## src/rtl/mem_arbiter_pkg.sv

```systemverilog
// Shared types and constants for the two-requester memory arbiter.
package mem_arbiter_pkg;

  typedef enum logic [1:0] {
    IDLE  = 2'd0,
    ISSUE = 2'd1,
    RESP  = 2'd2
  } state_e;

  localparam logic REQ_A = 1'b0;
  localparam logic REQ_B = 1'b1;

endpackage

```

## src/rtl/mem_arbiter_rr_arb2.sv

```systemverilog
// Two-way round-robin selector: on a tie the requester that did not win last is chosen.
module rr_arb2 (
  input  logic       reqA_i,
  input  logic       reqB_i,
  input  logic       lastWinner_i,
  output logic [1:0] grant_o,
  output logic       winner_o
);
  import mem_arbiter_pkg::*;

  always_comb begin
    grant_o  = 2'b00;
    winner_o = REQ_A;
    if (reqA_i && reqB_i) begin
      winner_o = ~lastWinner_i;
    end else if (reqB_i) begin
      winner_o = REQ_B;
    end
    if (reqA_i || reqB_i) begin
      grant_o = (winner_o == REQ_A) ? 2'b01 : 2'b10;
    end
  end

endmodule

```

## src/rtl/mem_arbiter.sv

```systemverilog
// Arbitrates a CPU port (A) and a loader port (B) onto one data memory with
// a fixed IDLE -> ISSUE -> RESP sequence per access.
module mem_arbiter #(
  parameter int unsigned ADDR_W = 32,
  parameter int unsigned DATA_W = 32
) (
  input  logic              clk,
  input  logic              rst,
  input  logic              in_a_req,
  input  logic              in_a_we,
  input  logic [ADDR_W-1:0] in_a_addr,
  input  logic [DATA_W-1:0] in_a_wdata,
  input  logic              in_b_req,
  input  logic              in_b_we,
  input  logic [ADDR_W-1:0] in_b_addr,
  input  logic [DATA_W-1:0] in_b_wdata,
  output logic              out_a_ack,
  output logic [DATA_W-1:0] out_a_rdata,
  output logic              out_b_ack,
  output logic [DATA_W-1:0] out_b_rdata,
  output logic              out_mem_read,
  output logic              out_mem_write,
  output logic [ADDR_W-1:0] out_mem_addr,
  output logic [DATA_W-1:0] out_mem_wdata,
  input  logic [DATA_W-1:0] in_mem_rdata
);
  import mem_arbiter_pkg::*;

  state_e            state_q, state_d;
  logic              winner_q, winner_d;
  logic              lastWinner_q, lastWinner_d;
  logic              we_q, we_d;
  logic [ADDR_W-1:0] addr_q, addr_d;
  logic [DATA_W-1:0] wdata_q, wdata_d;
  logic [DATA_W-1:0] rdataA_q, rdataA_d;
  logic [DATA_W-1:0] rdataB_q, rdataB_d;

  logic [1:0]        grant;
  logic              winId;

  rr_arb2 uArb (
    .reqA_i       (in_a_req),
    .reqB_i       (in_b_req),
    .lastWinner_i (lastWinner_q),
    .grant_o      (grant),
    .winner_o     (winId)
  );

  always_ff @(posedge clk) begin
    if (rst) begin
      state_q      <= IDLE;
      winner_q     <= REQ_A;
      lastWinner_q <= REQ_B;
      we_q         <= 1'b0;
      addr_q       <= '0;
      wdata_q      <= '0;
      rdataA_q     <= '0;
      rdataB_q     <= '0;
    end else begin
      state_q      <= state_d;
      winner_q     <= winner_d;
      lastWinner_q <= lastWinner_d;
      we_q         <= we_d;
      addr_q       <= addr_d;
      wdata_q      <= wdata_d;
      rdataA_q     <= rdataA_d;
      rdataB_q     <= rdataB_d;
    end
  end

  always_comb begin
    state_d      = state_q;
    winner_d     = winner_q;
    lastWinner_d = lastWinner_q;
    we_d         = we_q;
    addr_d       = addr_q;
    wdata_d      = wdata_q;
    rdataA_d     = rdataA_q;
    rdataB_d     = rdataB_q;
    unique case (state_q)
      IDLE: begin
        if (|grant) begin
          winner_d = winId;
          we_d     = (winId == REQ_A) ? in_a_we    : in_b_we;
          addr_d   = (winId == REQ_A) ? in_a_addr  : in_b_addr;
          wdata_d  = (winId == REQ_A) ? in_a_wdata : in_b_wdata;
          state_d  = ISSUE;
        end
      end
      ISSUE: state_d = RESP;
      RESP: begin
        lastWinner_d = winner_q;
        if (!we_q) begin
          if (winner_q == REQ_A) rdataA_d = in_mem_rdata;
          else                   rdataB_d = in_mem_rdata;
        end
        state_d = IDLE;
      end
      default: state_d = IDLE;
    endcase
  end

  // Read data is passed through in the ack cycle and held in the register afterwards.
  assign out_a_ack     = (state_q == RESP) && (winner_q == REQ_A);
  assign out_b_ack     = (state_q == RESP) && (winner_q == REQ_B);
  assign out_a_rdata   = (out_a_ack && !we_q) ? in_mem_rdata : rdataA_q;
  assign out_b_rdata   = (out_b_ack && !we_q) ? in_mem_rdata : rdataB_q;
  assign out_mem_read  = (state_q == ISSUE) && !we_q;
  assign out_mem_write = (state_q == ISSUE) && we_q;
  assign out_mem_addr  = addr_q;
  assign out_mem_wdata = wdata_q;

endmodule

```

## config.mk

```make
export PLATFORM = sky130hd
export DESIGN_NAME = mem_arbiter
export DESIGN_NICKNAME = d
export VERILOG_FILES = /design/src/rtl/mem_arbiter_pkg.sv /design/src/rtl/mem_arbiter_rr_arb2.sv /design/src/rtl/mem_arbiter.sv
export SDC_FILE = /design/constraint.sdc
export NUM_CORES = 1
export LEC_CHECK = 0
export BUFFER_PORTS_ARGS = -buffer_cell sky130_fd_sc_hd__buf_2
export CAP_MARGIN = 5
export CORE_MARGIN = 2
export CORE_UTILIZATION = 46
export DETAILED_ROUTE_END_ITERATION = 16
export PLACE_DENSITY = 0.81
export SLEW_MARGIN = 0
export SYNTH_ARGS = -nofsm -noshare
export SYNTH_HDL_FRONTEND = slang
export SYNTH_SLANG_ARGS = --single-unit
```

## constraint.sdc

```tcl
create_clock -name clk -period 2.29 [get_ports clk]
set_input_delay 0.458 -clock clk [delete_from_list [all_inputs] [get_ports clk]]
set_output_delay 0.458 -clock clk [all_outputs]
set_load 0.005 [all_outputs]
```

==> flow_metrics.py <==
metrics = {
    "sta": {
        "finalHoldViolCount": 0,
        "final.min_clock_period_ns": 2.35,
        "max_slew_margin": 0.515,
        "maxSlewViolCount": 0,
        "setup_violations": 45,
        "fmax_mhz": 425,
        "holdWs_ns": 0.311,
        "layout_setup_ws_ns": -0.0648,
        "rsz0062_at_grt": "yes",
        "layout_worst_path_cycle_share": 1.03,
        "worst_pin_slew_ns": 0.728,
        "skew_ns": 0.00589,
        "tns_ns": -1.41,
    },
    "yosys": {
        "ys_types": 26,
        "ys_ff_latch": 133,
        "synth_top_family_by_area": "simple AND/OR/NAND/NOR gates",
        "postSynthAreaPerCell_um2": 9.67,
        "synthTopCellsByArea": "dfxtp_1, mux2_4, a311oi_1",
        "synthArstFlopShare": 0,
        "synth-compound-area-share": 0.162,
        "yosys.area.top_type": "dfxtp_1",
        "synth_edf_count": 0,
        "synth_warnings": 0,
        "synth_area_mm2": 0.00579,
        "synth-simple-area-share": 0.177,
        "yosys.area.top_type_share": 0.460,
        "synthCells": 599,
        "synthAdderAreaFrac": 0,
        "synth_xor_area_frac": 0,
        "syn_nets": 765,
        "synth-seq-area-share": 0.460,
        "synth-main-ff-cell": "dfxtp_1",
        "synthMuxAreaShare": 0.151,
    },
    "global_route": {
        "grt_max_degree": 68,
        "antenna_found_initial": 0,
        "grt_pass1_wl_mm": 25.2,
        "grt_pass1_vias": 5042,
        "grt_usage": 0.241,
        "grt_overflow_total": 0,
    },
    "run_status": {
        "failed_checks": "setup timing",
        "status": "finished with violations",
    },
    "final_layout": {
        "mostFrequentLayoutCell": "buf_2",
        "drive_gt1_frac": 0.478,
        "antenna_cells": 0,
        "layout.nets": 1049,
        "mostFrequentLayoutCells": "buf_2, nand2_1, dfxtp_1, a21oi_1",
        "final_util": 0.719,
        "fill_cells": 903,
        "finalNonFillerCells": 1064,
        "areaGrowthSynthToFinish_pct": 51.1,
    },
    "clock_network": {
        "cts_tree": "built",
        "cts_inserted_buffers": 17,
        "cts_root_buf": "clkbuf_16",
        "clk_latency_ns": 0.41,
        "cts_sinks": 133,
        "clockBufferDepth": 2,
        "path_clk_slew_ns": 0.06,
        "htree_levels": 4,
        "ctsHoldBuffers": 0,
    },
    "setup_path": {
        "required_ns": 1.83,
        "regToRegSetupSlack_ns": 0.52,
        "crit_start": "state_q[0]$_SDFFE_PP0P_",
        "start_kind": "flop",
        "cp-end-kind": "output port",
        "r2r_cells": 5,
        "crit_end": "out_b_rdata[3]",
        "r2r-end": "out_mem_wdata[19]$_SDFFE_PP0P_",
        "crit_fanout": 8,
        "crit_arrival_ns": 1.90,
        "r2r_start": "state_q[0]$_SDFFE_PP0P_",
        "path_class": "flop to output port",
    },
    "placed_design": {
        "portBuffers": 297,
        "place.gp.congestion": 0.853,
        "post-place-cells": 1018,
        "hpwlAfterDp_mm": 11.4,
    },
    "flow_run": {
        "maxCapViolations": 0,
    },
    "floorplanning": {
        "die_x_um": 116,
        "die-area_mm2": 0.0135,
        "start_util": 0.476,
        "rows": 40,
        "die_y_um": 116,
        "io_pins": 298,
        "core_mm2": 0.0122,
    },
    "routing": {
        "vias": 5682,
        "routed_via_density": 5.34,
        "remaining_drc_errors": 0,
        "drtAntennaViolNets": 0,
        "dr.pass1.iters": 5,
        "wl_per_cell_um": 18.4,
        "drtIter0Drc": 360,
        "wl_mm": 19.6,
    },
    "hold_path": {
        "hold_path.class": "primary input to flop",
    },
    "power": {
        "total_power_uw": 6600,
        "power.leakage_uw": 0.00418,
        "power_density_mw_per_mm2": 754,
        "ir_drop_v": 0.000482,
    },
}
[synth_stat cells, drive strengths merged (2+ instances only)]
library cell  number
nor2               6
buf               24
clkbuf            33
nand2            130
nand2b             2
a311oi            65
mux2              64
nor2b             28
a21oi             66
inv                2
dfxtp            133
and2b             37
[timing repair]
item	in CTS	in global routing
buffers inserted	2	7
pin swaps	1	2
setup endpoints to repair	64	64
gates cloned	2	3
resized for setup	8	91
[worst min-delay path by stage]
| stage | from | to | slack (ns) | depth (start not counted) |
|---|---|---|---|---|
| floorplan | lastWinner_q$_SDFFE_PP1N_ | lastWinner_q$_SDFFE_PP1N_ | 0.48 | 1 |
| global placement | out_mem_addr[12]$_SDFFE_PP0P_ | out_mem_addr[12]$_SDFFE_PP0P_ | 0.51 | 2 |
| detailed placement | out_mem_addr[23]$_SDFFE_PP0P_ | out_mem_addr[23]$_SDFFE_PP0P_ | 0.51 | 2 |
| CTS | in_a_we | we_q$_SDFFE_PP0P_ | 0.29 | 3 |
| global route | in_b_we | we_q$_SDFFE_PP0P_ | 0.30 | 3 |
| finish | in_a_wdata[5] | out_mem_wdata[5]$_SDFFE_PP0P_ | 0.31 | 3 |
[metrics by stage]
step,area [µm²],setup slack [ns]
finish,8750,-0.0648
global route,8750,-0.124
CTS,8140,-0.0899
detailed placement,7410,0.229
global placement,7410,0.281
floorplan,5790,0.523
[state kept, by name (all words and copies together), names as in the netlist]
| name | flops |
|---|---|
| lastWinner_q | 1 |
| out_mem_wdata | 32 |
| rdataA_q | 32 |
| out_mem_addr | 32 |
| winner_q | 1 |
| state_q | 2 |
| we_q | 1 |
| rdataB_q | 32 |
[cells by family after synthesis]
logic type | count (synthesis)
and+or+nand+nor | 208
buffers and inverters | 59
DFF | 133
muxes | 64
AOI/OAI and AO/OA | 135
[power breakdown]
| part | internal [µW] | switching, µW |
|---|---|---|
| logic | 531 | 539 |
| clock network | 1960 | 1010 |
| registers | 2480 | 84.4 |
[area by class of cell]
type	count	area, µm²	area share
multi-input combinational	407	2960	0.338
timing repair buffer	322	2250	0.258
inverter	2	7.51	0.000858
clock inverter	13	204	0.0233
sequential	133	2680	0.306
clock buffer	19	443	0.0506
tap	168	210	0.0240
[critical path, cell delays in order, from the launching register on]
cell and delay, ns:
dfxtp_4 0.37, nor4bb_4 0.29, buf_6 0.20, clkbuf_16 0.19
mux2_4 0.32, buf_6 0.12
[metal layers]
metal | vias to the layer above | routed length (µm) | track usage | part of all wire
met4 | 0 | 603 | 0.0849 | 0.031
met3 | 42 | 1420 | 0.0841 | 0.073
met5 | - | 0 | 0 | 0
li1 | 2672 | - | - | -
met2 | 281 | 10100 | 0.424 | 0.52
met1 | 2687 | 7450 | 0.272 | 0.38
Note: power is estimated with default switching activity, not from simulation.
